--- src/rtl/mult_pkg.sv ---
// Shared types for the sequential shift-and-add multiplier.
package mult_pkg;
  typedef enum logic [1:0] {IDLE, LOAD, ITER, DONE} mult_state_t;
endpackage

--- src/rtl/add_sub_n.sv ---
// Ripple adder/subtractor: s = a + b, or a - b when sub is set.
module add_sub_n #(
  parameter int WIDTH = 9
) (
  input  logic [WIDTH-1:0] a,
  input  logic [WIDTH-1:0] b,
  input  logic             sub,
  output logic [WIDTH-1:0] s
);
  assign s = a + (b ^ {WIDTH{sub}}) + {{(WIDTH-1){1'b0}}, sub};
endmodule

--- src/rtl/seq_mult_n.sv ---
// Sequential WIDTH x WIDTH multiplier, one add-and-shift per cycle.
// Product is left in {Aval,Bval}; X carries the sign in signed mode.
module seq_mult_n
  import mult_pkg::*;
#(
  parameter int WIDTH = 8
) (
  input  logic             Clk,
  input  logic             Reset,
  input  logic             LoadB,
  input  logic             Run,
  input  logic             Signed,
  input  logic [WIDTH-1:0] S,
  output logic [WIDTH-1:0] Aval,
  output logic [WIDTH-1:0] Bval,
  output logic             X,
  output logic             Busy,
  output logic             Done
);
  localparam int CW = $clog2(WIDTH);
  localparam logic [CW-1:0] LAST = CW'(WIDTH - 1);

  mult_state_t      state, state_nxt;
  logic [WIDTH-1:0] a, b, m;
  logic             x, mode, busy, done;
  logic [CW-1:0]    cnt;
  logic [WIDTH:0]   xa, m_ext, sum, t;
  logic             sub;

  always_comb begin
    state_nxt = state;
    case (state)
      IDLE:    if (Run) state_nxt = ITER;
               else if (LoadB) state_nxt = LOAD;
      LOAD:    state_nxt = IDLE;
      ITER:    if (cnt == LAST) state_nxt = DONE;
      DONE:    if (!Run) state_nxt = IDLE;
      default: state_nxt = IDLE;
    endcase
  end

  // Last step of a signed multiply subtracts: the multiplier MSB has negative weight.
  assign xa    = {x, a};
  assign m_ext = {mode & m[WIDTH-1], m};
  assign sub   = mode && (cnt == LAST);

  add_sub_n #(.WIDTH(WIDTH + 1)) u_add_sub (
    .a   (xa),
    .b   (m_ext),
    .sub (sub),
    .s   (sum)
  );

  assign t = b[0] ? sum : xa;

  always_ff @(posedge Clk) begin
    if (Reset) begin
      state <= IDLE;
      a     <= '0;
      b     <= '0;
      m     <= '0;
      x     <= 1'b0;
      mode  <= 1'b0;
      cnt   <= '0;
      busy  <= 1'b0;
      done  <= 1'b0;
    end else begin
      state <= state_nxt;
      busy  <= (state_nxt == LOAD) || (state_nxt == ITER);
      done  <= (state_nxt == DONE);
      case (state)
        IDLE: if (Run) begin
          m    <= S;
          mode <= Signed;
          a    <= '0;
          x    <= 1'b0;
          cnt  <= '0;
        end
        LOAD: begin
          a <= '0;
          x <= 1'b0;
          b <= S;
        end
        ITER: begin
          x   <= mode & t[WIDTH];
          a   <= t[WIDTH:1];
          b   <= {t[0], b[WIDTH-1:1]};
          cnt <= cnt + CW'(1);
        end
        default: ;
      endcase
    end
  end

  assign Aval = a;
  assign Bval = b;
  assign X    = x;
  assign Busy = busy;
  assign Done = done;
endmodule

--- config.mk ---
export PLATFORM = sky130hd
export DESIGN_NAME = seq_mult_n
export DESIGN_NICKNAME = d
export VERILOG_FILES = /design/src/rtl/mult_pkg.sv /design/src/rtl/add_sub_n.sv /design/src/rtl/seq_mult_n.sv
export SDC_FILE = /design/constraint.sdc
export NUM_CORES = 1
export LEC_CHECK = 0
export ABC_CLOCK_PERIOD_IN_PS = 2600
export CORE_UTILIZATION = 48
export DETAILED_ROUTE_END_ITERATION = 10
export GPL_TIMING_DRIVEN = 0
export PLACE_DENSITY_LB_ADDON = 0.3
export REMOVE_ABC_BUFFERS = 1
export SETUP_SLACK_MARGIN = 0.15
export SLEW_MARGIN = 20
export SYNTH_ARGS = -nofsm -noshare
export SYNTH_HDL_FRONTEND = slang
export SYNTH_SLANG_ARGS = --single-unit
--- constraint.sdc ---
create_clock -name Clk -period 2.6 [get_ports Clk]
set_input_delay 0.26 -clock Clk [delete_from_list [all_inputs] [get_ports Clk]]
set_output_delay 0.26 -clock Clk [all_outputs]
set_load 0.02 [all_outputs]
==> run summary <==
Largest net degree at the start of global routing: 36
Synth async-reset ratio: 0%
Total Die Area: 4230 sq um
DRC Markers: 0
Status: finished, violations left
I/O pins: 32
Worst path cell trace: ha_4 -> ha_4 -> nand2_8 -> buf_6 -> xnor2_1 -> ha_1 -> a21oi_2 -> o21ai_1 -> o211a_1 -> or4b_1 -> a31oi_1
Post-Route WL: 4.67 mm
Post-layout util: 69.0%
Arrival time at the worst endpoint: 2840 ps
Die Wd: 65.1 um
Crit-path max cell delay: 470 ps
Final period util: 101%
Worst Path Buf+Inv: 1
Most frequent cells in the layout: 36 x nand2_1, 31 x dfxtp_1, 30 x clkdlybuf4s50_1
Syn Inst Count: 232
RSZ-0062 raised after global routing: true
Root buf cell: clkbuf_8
Syn Std Cell Area: 1910 sq um
Final setup viols: 1
Warnings from Yosys: 0
Data required time of the worst path: 2810 ps
Cell taking the most area after synthesis: dfxtp_1
VDD IR-drop max: 0.498 mV
Final Max Slew Viols: 0
Final worst slack: -25.2 ps
Starting Density: 51.0%
GR Overflow Total: 0
Antenna-violating nets left: 0
Final GP Congestion: 0.880
Skew final: 3.98 ps
Hold buffer count at cts: 0
CP most frequent cell: ha_4
Later-pin clock latency in the skew report: 280 ps
Number of global-route vias before repair: 1571
Rel. slew slack: 56.9%
Commonest non-fill, non-tap cell in the layout: nand2_1
Distinct cells, synth: 41
Clock transition at path regs: 70 ps
I/O Buffers: 31
Post-synth EDFFs: 0
Layout cells sized above 1: 16.2%
CTS max path bufs: 2
Fmax achieved: 381 MHz
Cell Rows: 22
Failing checks: setup timing
ANT cells: 0
Largest cells by area after synthesis: dfxtp_1 35%, ha_1 9.2%, nand2_1 7.1%
Initial DRC count: 128
Initial antenna violation count: 0
Vias: 1806
Yosys reg bits: 33
Hold Crit Class: reg -> reg
Leakage: 0.993 nW
Wire per inst: 14.6 um
CTS tree: yes
DR pass1 iterations: 4
Core area: 3740 sq um
NumNets Final: 300
Layout area overhead: 35.3%
Fin crit period: 2630 ps
CTS HTree Levels: 2
Pwr Density: 509 nW/um^2
Startpoint types: register
Die Span Y: 65.1 um
Pre-CTS setup slack: -398 ps
Dpl hpwl: 2.90 mm
Clock buffers created by TritonCTS: 5
Post-synthesis sequential area ratio: 34.6%
Hold Violations, Final: 0
Avg Cell Area, Syn: 8.23 sq um
Maxcap violations: 0
Worst slew pin tran: 646 ps
CP top delay family: compound AO/OA/AOI/OAI gates
Main synth FF type: dfxtp_1
Num Clock Sinks: 33
Kind of critical path: reg -> reg
Synth top area share: 34.6%
First-pass GRT wire length: 7.10 mm
Kind of end point of the critical path: register
Total GRT Usage: 21.9%
CP max FO: 6
Via density per instance: 5.64
Slowest CP cell: or4b_1
## state kept, by name, summed over array words and instances (netlist names)
| signal | count |
|---|---|
| Aval | 8 |
| Busy | 1 |
| Bval | 8 |
| Done | 1 |
| X | 1 |
| cnt | 3 |
| m | 8 |
| mode | 1 |
| state | 2 |
## cell usage after synthesis (3+ instances only)
library cell and instances:
o21ai_0 11, mux2i_1 9, ha_1 14, nand2_1 36
clkbuf_1 10, nor2_1 23, inv_1 5, dfxtp_1 33
a211oi_1 9, nor4_1 4, nor3_1 5, xnor2_1 9
nor2b_1 4, nand2b_1 3, a21oi_1 22
## metrics by stage
stage | total power, mW | TNS, ps | hold WS [ps] | instances | instance area, sq um
after floorplan | 0.781 | -243 | 329 | 222 | 1870
after global placement | 0.893 | -878 | 456 | 301 | 2240
after detailed placement | 0.897 | -920 | 461 | 301 | 2240
after CTS | 1.30 | -14.4 | 471 | 315 | 2460
after global routing | 1.39 | -303 | 502 | 320 | 2580
final | 1.32 | -25.2 | 466 | 320 | 2580
## kinds of logic after synthesis
kind of cell / count (synthesis) / share of synthesized area, %
multiplexers: 10 / 5.31
flip-flops: 33 / 34.6
adder cells (fa/ha/maj): 15 / 10.2
AND/OR/NAND/NOR: 84 / 19.7
XOR/XNOR: 11 / 5.05
buffers and inverters: 15 / 2.95
AO/OA/AOI/OAI: 64 / 22.1
## metal layers
metal / up-vias / share of wire [%] / GRT usage (%)
met5: - / 0 / 0
met4: 0 / 0.94 / 4.89
met3: 4 / 5.5 / 5.81
met2: 57 / 47 / 35.8
met1: 838 / 46 / 28.6
li1: 907 / - / -
## area by class of cell
class	instances	area (sq um)
Multi-Input combinational cell	184	1360
Inverter	5	18.8
Sequential cell	33	663
Tap cell	48	60.1
Timing Repair Buffer	43	399
Fill cell	319	1160
Clock buffer	7	86.3
## report_power, final
group / switching [mW] / total (mW) / internal (mW)
sequential: 0.0452 / 0.590 / 0.545
clock: 0.176 / 0.386 / 0.210
combinational: 0.183 / 0.339 / 0.156
## final timing paths
path / start / to / slack [ps] / cells past startpoint
max: cnt[1] / X / -30 / 11
min: m[5] / m[5] / 470 / 2
max reg2reg: cnt[1] / X / -30 / 11
min reg2reg: m[5] / m[5] / 470 / 2
## worst register-to-register path: cells and delay by family (launching register included)
| kind | cells | cell delay (ps) |
|---|---|---|
| compound gates | 4 | 650 |
| fa+ha+maj | 3 | 640 |
| flops | 1 | 350 |
| simple gates | 2 | 560 |
| buf+inv | 1 | 160 |
| xor+xnor | 1 | 200 |
## timing repair
action                     4_1_cts  5_1_grt
setup buffers                    7        5
setup endpoints to repair        8        5
pin swaps                       14        7
resized for setup               15       16
(Power assumes the default switching activity.)
